**src/rtl/i2s_decoder.sv**
```systemverilog
// i2s_decoder: recovers parallel stereo PCM words from a Philips I2S stream.
// BCLK, LRCLK and SDATA are oversampled in the i_clk domain. BCLK edges are
// detected in logic, so BCLK is never used as a clock.
//
// Ports:
//   i_clk        system clock, at least 4x BCLK
//   i_rst        synchronous active-high reset
//   i_i2s_bclk   I2S bit clock (asynchronous)
//   i_i2s_lrclk  I2S word select, 0 = left, 1 = right (asynchronous)
//   i_i2s_sdata  I2S serial data, MSB first (asynchronous)
//   o_data_l     last complete left sample of a coherent L/R pair
//   o_data_r     last complete right sample of a coherent L/R pair
//   o_valid      one-cycle pulse when o_data_l/o_data_r are updated
//   o_short      one-cycle pulse when a slot ends with fewer than WIDTH bits
//   o_locked     high once the first LRCLK transition has been seen
module i2s_decoder #(
  parameter int unsigned WIDTH       = 16,
  parameter int unsigned SYNC_STAGES = 2
) (
  input  logic             i_clk,
  input  logic             i_rst,
  input  logic             i_i2s_bclk,
  input  logic             i_i2s_lrclk,
  input  logic             i_i2s_sdata,
  output logic [WIDTH-1:0] o_data_l,
  output logic [WIDTH-1:0] o_data_r,
  output logic             o_valid,
  output logic             o_short,
  output logic             o_locked
);

  localparam int unsigned    CNT_W    = $clog2(WIDTH + 1);
  localparam logic [CNT_W-1:0] CNT_FULL = CNT_W'(WIDTH);
  localparam logic [CNT_W-1:0] CNT_LAST = CNT_W'(WIDTH - 1);
  localparam logic [CNT_W-1:0] CNT_ONE  = CNT_W'(1);

  typedef enum logic {
    ST_UNLOCKED = 1'b0,
    ST_LOCKED   = 1'b1
  } state_e;

  // Synchronizer chains: identical depth keeps the three pins aligned.
  logic [SYNC_STAGES-1:0] bclk_sync_q;
  logic [SYNC_STAGES-1:0] lrclk_sync_q;
  logic [SYNC_STAGES-1:0] sdata_sync_q;
  logic                   bclk_prev_q;

  // Capture state.
  state_e           state_q;
  logic             lr_seen_q;
  logic             lr_last_q;
  logic             ch_q;
  logic             have_l_q;
  logic [CNT_W-1:0] cnt_q;
  logic [WIDTH-1:0] sh_q;
  logic [WIDTH-1:0] hold_l_q;

  // Registered outputs.
  logic [WIDTH-1:0] data_l_q;
  logic [WIDTH-1:0] data_r_q;
  logic             valid_q;
  logic             short_q;
  logic             locked_q;

  logic             bclk_s;
  logic             lrclk_s;
  logic             sdata_s;
  logic             rise_c;
  logic             in_lock_c;
  logic             boundary_c;
  logic             complete_c;
  logic             short_c;
  logic [WIDTH-1:0] sh_d;

  assign bclk_s  = bclk_sync_q[SYNC_STAGES-1];
  assign lrclk_s = lrclk_sync_q[SYNC_STAGES-1];
  assign sdata_s = sdata_sync_q[SYNC_STAGES-1];

  // Rising edge of the synchronized bit clock; all capture advances here.
  assign rise_c     = bclk_s & ~bclk_prev_q;
  assign in_lock_c  = (state_q == ST_LOCKED);
  assign boundary_c = (lrclk_s != ch_q);

  // Shift register with the current bit appended at the LSB.
  assign sh_d = WIDTH'({sh_q, sdata_s});

  // The WIDTH-th bit completes a word whether it arrives inside the slot or
  // on the boundary rise (the I2S one-bit delay puts the LSB there at 32fs).
  assign complete_c = in_lock_c & rise_c & (cnt_q == CNT_LAST);

  // A boundary reached before WIDTH-1 bits leaves a truncated word.
  assign short_c = in_lock_c & rise_c & boundary_c & (cnt_q < CNT_LAST);

  // Synchronizer, capture FSM and registered outputs.
  always_ff @(posedge i_clk) begin
    if (i_rst) begin
      bclk_sync_q  <= '0;
      lrclk_sync_q <= '0;
      sdata_sync_q <= '0;
      bclk_prev_q  <= 1'b0;
      state_q      <= ST_UNLOCKED;
      lr_seen_q    <= 1'b0;
      lr_last_q    <= 1'b0;
      ch_q         <= 1'b0;
      have_l_q     <= 1'b0;
      cnt_q        <= '0;
      sh_q         <= '0;
      hold_l_q     <= '0;
      data_l_q     <= '0;
      data_r_q     <= '0;
      valid_q      <= 1'b0;
      short_q      <= 1'b0;
      locked_q     <= 1'b0;
    end else begin
      bclk_sync_q  <= {bclk_sync_q[SYNC_STAGES-2:0], i_i2s_bclk};
      lrclk_sync_q <= {lrclk_sync_q[SYNC_STAGES-2:0], i_i2s_lrclk};
      sdata_sync_q <= {sdata_sync_q[SYNC_STAGES-2:0], i_i2s_sdata};
      bclk_prev_q  <= bclk_s;
      valid_q      <= 1'b0;
      short_q      <= short_c;

      if (rise_c) begin
        case (state_q)
          ST_UNLOCKED: begin
            // Wait for a genuine LRCLK transition so a stream entered
            // mid-slot never yields a partial word.
            lr_seen_q <= 1'b1;
            lr_last_q <= lrclk_s;
            if (lr_seen_q && (lrclk_s != lr_last_q)) begin
              state_q  <= ST_LOCKED;
              locked_q <= 1'b1;
              ch_q     <= lrclk_s;
              cnt_q    <= '0;
              sh_q     <= '0;
              have_l_q <= 1'b0;
            end
          end

          ST_LOCKED: begin
            if (boundary_c) begin
              ch_q  <= lrclk_s;
              cnt_q <= '0;
              sh_q  <= '0;
              // A truncated left word breaks the L/R pairing.
              if (short_c && !ch_q) begin
                have_l_q <= 1'b0;
              end
            end else if (cnt_q < CNT_FULL) begin
              sh_q  <= sh_d;
              cnt_q <= cnt_q + CNT_ONE;
            end

            if (complete_c) begin
              if (!ch_q) begin
                hold_l_q <= sh_d;
                have_l_q <= 1'b1;
              end else if (have_l_q) begin
                // Publish both channels together as one coherent frame.
                data_l_q <= hold_l_q;
                data_r_q <= sh_d;
                valid_q  <= 1'b1;
                have_l_q <= 1'b0;
              end
            end
          end
        endcase
      end
    end
  end

  assign o_data_l = data_l_q;
  assign o_data_r = data_r_q;
  assign o_valid  = valid_q;
  assign o_short  = short_q;
  assign o_locked = locked_q;

endmodule

```
**config.mk**
```make
export PLATFORM = sky130hd
export DESIGN_NAME = i2s_decoder
export DESIGN_NICKNAME = d
export VERILOG_FILES = /design/src/rtl/i2s_decoder.sv
export SDC_FILE = /design/constraint.sdc
export NUM_CORES = 1
export LEC_CHECK = 0
export CORE_ASPECT_RATIO = 0.9
export CORE_UTILIZATION = 49
export CTS_BUF_LIST = sky130_fd_sc_hd__clkbuf_16
export CTS_CLUSTER_DIAMETER = 40
export CTS_CLUSTER_SIZE = 14
export DETAILED_ROUTE_END_ITERATION = 12
export PLACE_DENSITY_LB_ADDON = 0.1
export SYNTH_ARGS = -nofsm -noshare
export SYNTH_HDL_FRONTEND = slang
export SYNTH_SLANG_ARGS = --single-unit
```
**constraint.sdc**
```tcl
create_clock -name i_clk -period 1.8 [get_ports i_clk]
set_clock_uncertainty 0.15 [all_clocks]
set_input_delay 0.36 -clock i_clk [delete_from_list [all_inputs] [get_ports i_clk]]
set_output_delay 0.36 -clock i_clk [all_outputs]
set_load 0.01 [all_outputs]
```
==> flow_summary.html <==
<table>
<tr><th>Metric</th><th>Value</th></tr>
<tr><th colspan="2">Status</th></tr>
<tr><td>Run status</td><td>complete, no violations</td></tr>
<tr><th colspan="2">Clock network</th></tr>
<tr><td>H-tree levels</td><td>3</td></tr>
<tr><td>Clk_lat worst skew</td><td>0.33 ns</td></tr>
<tr><td>Deepest clock path buffer count</td><td>2</td></tr>
<tr><td>TritonCTS clock tree</td><td>built</td></tr>
<tr><td>Number of buffers created by CTS</td><td>9</td></tr>
<tr><td>Root buf cell</td><td>sky130_fd_sc_hd__clkbuf_16</td></tr>
<tr><td>Clock transition time at the flip-flop clock pins of the worst setup and hold paths</td><td>roughly 0.06 ns</td></tr>
<tr><td>Count of hold buffers inserted by post-cts repair</td><td>0</td></tr>
<tr><td>Total clock sinks</td><td>83</td></tr>
<tr><th colspan="2">Placement</th></tr>
<tr><td>Post-detailed-placement half-perimeter wirelength</td><td>4080 um</td></tr>
<tr><td>Input/output buffers</td><td>39</td></tr>
<tr><td>Final weighted congestion in routability-driven placement</td><td>0.764</td></tr>
<tr><td>Post-Place Setup Slack</td><td>-0.00370 ns</td></tr>
<tr><td>Instance area at placement</td><td>3680 um^2</td></tr>
<tr><td>DP Cell Count</td><td>482</td></tr>
<tr><th colspan="2">Logic synthesis</th></tr>
<tr><td>Share of async-settable or async-resettable flops after synthesis</td><td>0</td></tr>
<tr><td>Synth top area cells</td><td>sky130_fd_sc_hd__dfxtp_1, sky130_fd_sc_hd__nand2_1, sky130_fd_sc_hd__a21oi_1, sky130_fd_sc_hd__mux2i_1, sky130_fd_sc_hd__nand2b_1</td></tr>
<tr><td>Mapped Avg Cell Area</td><td>8.62 um^2</td></tr>
<tr><td>Seq/Total Area, Yosys</td><td>0.531</td></tr>
<tr><td>Most common cell in the synthesized netlist</td><td>sky130_fd_sc_hd__nand2_1</td></tr>
<tr><td>Instance count of the mapped netlist</td><td>363</td></tr>
<tr><td>Fraction of synthesized cell area taken by the top area cell type</td><td>0.531</td></tr>
<tr><td>Yosys reg bits</td><td>83</td></tr>
<tr><td>Syn nets</td><td>370</td></tr>
<tr><td>Cell Area, Synth</td><td>between 3000 and 4000 um^2</td></tr>
<tr><td>Area leader, netlist</td><td>sky130_fd_sc_hd__dfxtp_1</td></tr>
<tr><td>List of most frequent post-synthesis cells</td><td>sky130_fd_sc_hd__nand2_1, sky130_fd_sc_hd__dfxtp_1, sky130_fd_sc_hd__a21oi_1, sky130_fd_sc_hd__nand2b_1, sky130_fd_sc_hd__mux2i_1</td></tr>
<tr><td>Total of warnings raised by yosys</td><td>0</td></tr>
<tr><td>Dominant register cell in the synthesized netlist</td><td>sky130_fd_sc_hd__dfxtp_1</td></tr>
<tr><td>Post-synth EDFFs</td><td>0</td></tr>
<tr><td>Library cells used by synthesis</td><td>38</td></tr>
<tr><th colspan="2">Die</th></tr>
<tr><td>Boundary Pins</td><td>40</td></tr>
<tr><td>Area of the placeable core</td><td>6150 um^2</td></tr>
<tr><td>Die width</td><td>86.3 um</td></tr>
<tr><td>Initial cell density of the core</td><td>0.509</td></tr>
<tr><td>Vertical die dimension</td><td>about 80 um</td></tr>
<tr><td>FP Rows</td><td>27</td></tr>
<tr><td>Area enclosed by the die boundary</td><td>between 6000 and 7000 um^2</td></tr>
<tr><th colspan="2">Power</th></tr>
<tr><td>Leakage Power</td><td>0.00133 uW</td></tr>
<tr><td>Power density over cell area</td><td>a little over 900 nW/um^2</td></tr>
<tr><td>Worst IR drop on VDD</td><td>590 uV</td></tr>
<tr><td>Power after layout</td><td>between 3000 and 4000 uW</td></tr>
<tr><th colspan="2">Routing</th></tr>
<tr><td>Residual DRC</td><td>0</td></tr>
<tr><td>Detail-routed net length per standard cell</td><td>13.0 um</td></tr>
<tr><td>Routed via count divided by cell count</td><td>around 5</td></tr>
<tr><td>First-pass detailed-route iteration total</td><td>4</td></tr>
<tr><td>Iter 0 DRT Violations</td><td>139</td></tr>
<tr><td>Remaining antenna violation count after routing</td><td>0</td></tr>
<tr><td>Wire length after detailed routing</td><td>6490 um</td></tr>
<tr><td>DR vias</td><td>approximately 2500</td></tr>
<tr><th colspan="2">Layout</th></tr>
<tr><td>Count of non-filler cells in the finished layout</td><td>499</td></tr>
<tr><td>Share of cells above drive strength 1</td><td>0.121</td></tr>
<tr><td>Combined area of the multi-input logic cells</td><td>1390 um^2</td></tr>
<tr><td>Combined flip-flop and latch cell area</td><td>1670 um^2</td></tr>
<tr><td>Number of nets in the layout</td><td>415</td></tr>
<tr><td>Fillcell total</td><td>~540</td></tr>
<tr><td>Layout overhead on the synthesized area</td><td>29.8%</td></tr>
<tr><td>Antenna Diode Count</td><td>0</td></tr>
<tr><td>Design area</td><td>4060 um^2</td></tr>
<tr><th colspan="2">Worst setup path</th></tr>
<tr><td>Worst reg-to-reg setup slack</td><td>0.04 ns</td></tr>
<tr><td>Arrival time reported for the critical path endpoint</td><td>1.86 ns</td></tr>
<tr><td>Crit Path Class</td><td>flip-flop to flip-flop</td></tr>
<tr><td>Terminus of the critical flop-to-flop path</td><td>hold_l_q[11]</td></tr>
<tr><td>Maximum cell stage delay along the critical path</td><td>0.35 ns</td></tr>
<tr><td>Slowest cell on crit path</td><td>sky130_fd_sc_hd__dfxtp_2</td></tr>
<tr><td>Largest fanout on the critical path</td><td>5</td></tr>
<tr><td>Startpoint kind of the worst setup timing path</td><td>flip-flop</td></tr>
<tr><td>Crit end category</td><td>flip-flop</td></tr>
<tr><td>Delay-heaviest family, CP</td><td>simple AND/OR/NAND/NOR gates</td></tr>
<tr><td>Cell depth of the worst setup path</td><td>7</td></tr>
<tr><td>Cells on worst reg2reg path</td><td>7</td></tr>
<tr><td>Reg-to-reg startpoint</td><td>cnt_q[1]</td></tr>
<tr><td>Endpoint required time on the critical path</td><td>1.91 ns</td></tr>
<tr><td>Critical path, cell by cell</td><td>ha_2 -&gt; and3_4 -&gt; ha_4 -&gt; nor3b_4 -&gt; buf_6 -&gt; nand2_1 -&gt; a21oi_1</td></tr>
<tr><td>Crit path buf inv count</td><td>1</td></tr>
<tr><th colspan="2">Min path</th></tr>
<tr><td>Worst hold stages</td><td>2</td></tr>
<tr><td>Min-Delay Endpoint</td><td>cnt_q[3]</td></tr>
<tr><td>Min-Delay Path Class</td><td>input port to flip-flop</td></tr>
<tr><td>Critical hold path startpoint</td><td>i_rst</td></tr>
<tr><th colspan="2">STA</th></tr>
<tr><td>Setup TNS after final layout</td><td>0 ns</td></tr>
<tr><td>Max-slew violation count</td><td>0</td></tr>
<tr><td>Final number of hold-violating endpoints</td><td>0</td></tr>
<tr><td>Worst Tran Pin Value</td><td>between 0.5 and 0.6 ns</td></tr>
<tr><td>Setup violations, final</td><td>0</td></tr>
<tr><td>Achievable clock frequency</td><td>approximately 570 MHz</td></tr>
<tr><td>Post-layout min period</td><td>1.76 ns</td></tr>
<tr><td>Final Cycle Share</td><td>0.975</td></tr>
<tr><td>Final setup slack of the worst path</td><td>0.0446 ns</td></tr>
<tr><td>Max-slew headroom</td><td>0.657</td></tr>
<tr><th colspan="2">Run</th></tr>
<tr><td>Max Cap Viol</td><td>0</td></tr>
<tr><th colspan="2">Global route</th></tr>
<tr><td>Maximum number of pins on one net before global-route repair</td><td>between 50 and 60</td></tr>
<tr><td>GRT Overall Usage</td><td>0.202</td></tr>
<tr><td>Wire length of the first global-routing pass</td><td>roughly 10000 um</td></tr>
<tr><td>Number of antenna violations at the first check in global routing</td><td>0</td></tr>
<tr><td>Aggregate global routing overflow</td><td>0</td></tr>
<tr><td>Via count of the first global-routing pass</td><td>~2200</td></tr>
</table>
-- cell families after synthesis --
logic type | synth area share
DFF | 0.531
xor gates and xnor gates | 0.0104
and+or+nand+nor | 0.239
muxes | 0.0544
buffers and inverters | 0.0412
adders and majority gates | 0.00799
AOI/OAI and AO/OA | 0.116
-- state kept, by name (all words and copies together) (netlist names), 2 cells and up --
signal and cells:
hold_l_q 16, bclk_sync_q 2, lrclk_sync_q 2, o_data_r 16
cnt_q 5, sh_q 15, sdata_sync_q 2, o_data_l 16
-- cell usage in the layout, fill, tap and decap left out, types with 2 or more instances in the layout --
cell,count
sky130_fd_sc_hd__a2111oi_0,2
sky130_fd_sc_hd__a21oi_1,51
sky130_fd_sc_hd__a21oi_2,4
sky130_fd_sc_hd__buf_12,4
sky130_fd_sc_hd__buf_4,10
sky130_fd_sc_hd__buf_6,2
sky130_fd_sc_hd__clkbuf_16,10
sky130_fd_sc_hd__clkdlybuf4s50_1,38
sky130_fd_sc_hd__clkinv_2,4
sky130_fd_sc_hd__dfxtp_1,80
sky130_fd_sc_hd__dfxtp_2,3
sky130_fd_sc_hd__inv_1,3
sky130_fd_sc_hd__mux2i_1,17
sky130_fd_sc_hd__nand2_1,117
sky130_fd_sc_hd__nand2b_1,18
sky130_fd_sc_hd__nand3_1,2
sky130_fd_sc_hd__nand3b_1,2
sky130_fd_sc_hd__nor2_1,8
sky130_fd_sc_hd__nor2b_1,8
sky130_fd_sc_hd__o21ai_0,2
-- power by group --
group / internal, uW / switching [uW] / leakage (uW) / total, uW
registers: 1850 / 7.53 / 0.000671 / 1850
clock network: 1060 / 707 / 0.000141 / 1760
logic: 25.5 / 38.8 / 0.000523 / 64.3
-- routing by layer --
metal,GRT usage,up-vias,part of all wire
met2,0.310,38,0.44
met5,0,-,0
met3,0.0574,10,0.031
met4,0.0750,0,0.017
met1,0.269,1143,0.51
li1,-,1286,-
-- worst reg2reg max path, delay by kind of cell, from the launching register on --
family,cells,cell delay (ns)
AOI/OAI and AO/OA,1,0.16
adders and majority gates,2,0.33
buffers and inverters,1,0.16
DFF,1,0.35
and+or+nand+nor,3,0.53
-- final cells by class --
type	count	area share
clock buffers	9	0.0554
clock inverters	6	0.0142
multi-input cells	254	0.342
inverters	3	0.00277
well taps	87	0.0268
repair buffers	57	0.148
flip-flops and latches	83	0.410
-- worst max-delay path by stage --
stage                         from            to  slack, ns
after floorplan           cnt_q[0]  hold_l_q[10]       0.01
after global placement    cnt_q[0]  o_data_r[12]       0.07
after detailed placement  cnt_q[1]  hold_l_q[11]     -0.004
after CTS                 cnt_q[1]  hold_l_q[11]     0.0009
after global routing      cnt_q[0]   o_data_l[3]      -0.01
final                     cnt_q[1]  hold_l_q[11]       0.04
-- repair_timing --
action | 4_1_cts | 5_1_grt
buffers inserted | 1 | 0
gates resized for setup | 2 | 15
cloned | 0 | 1
pin swaps | 0 | 1
setup endpoints to repair | 1 | 67
-- metrics by stage --
step,hold WS [ns],utilization
final,0.149,0.661
after CTS,0.133,0.647
after floorplan,0.264,-
after detailed placement,0.270,0.599
after global placement,0.267,0.599
after global routing,0.155,0.661
Power figures use the tool's default switching activity.
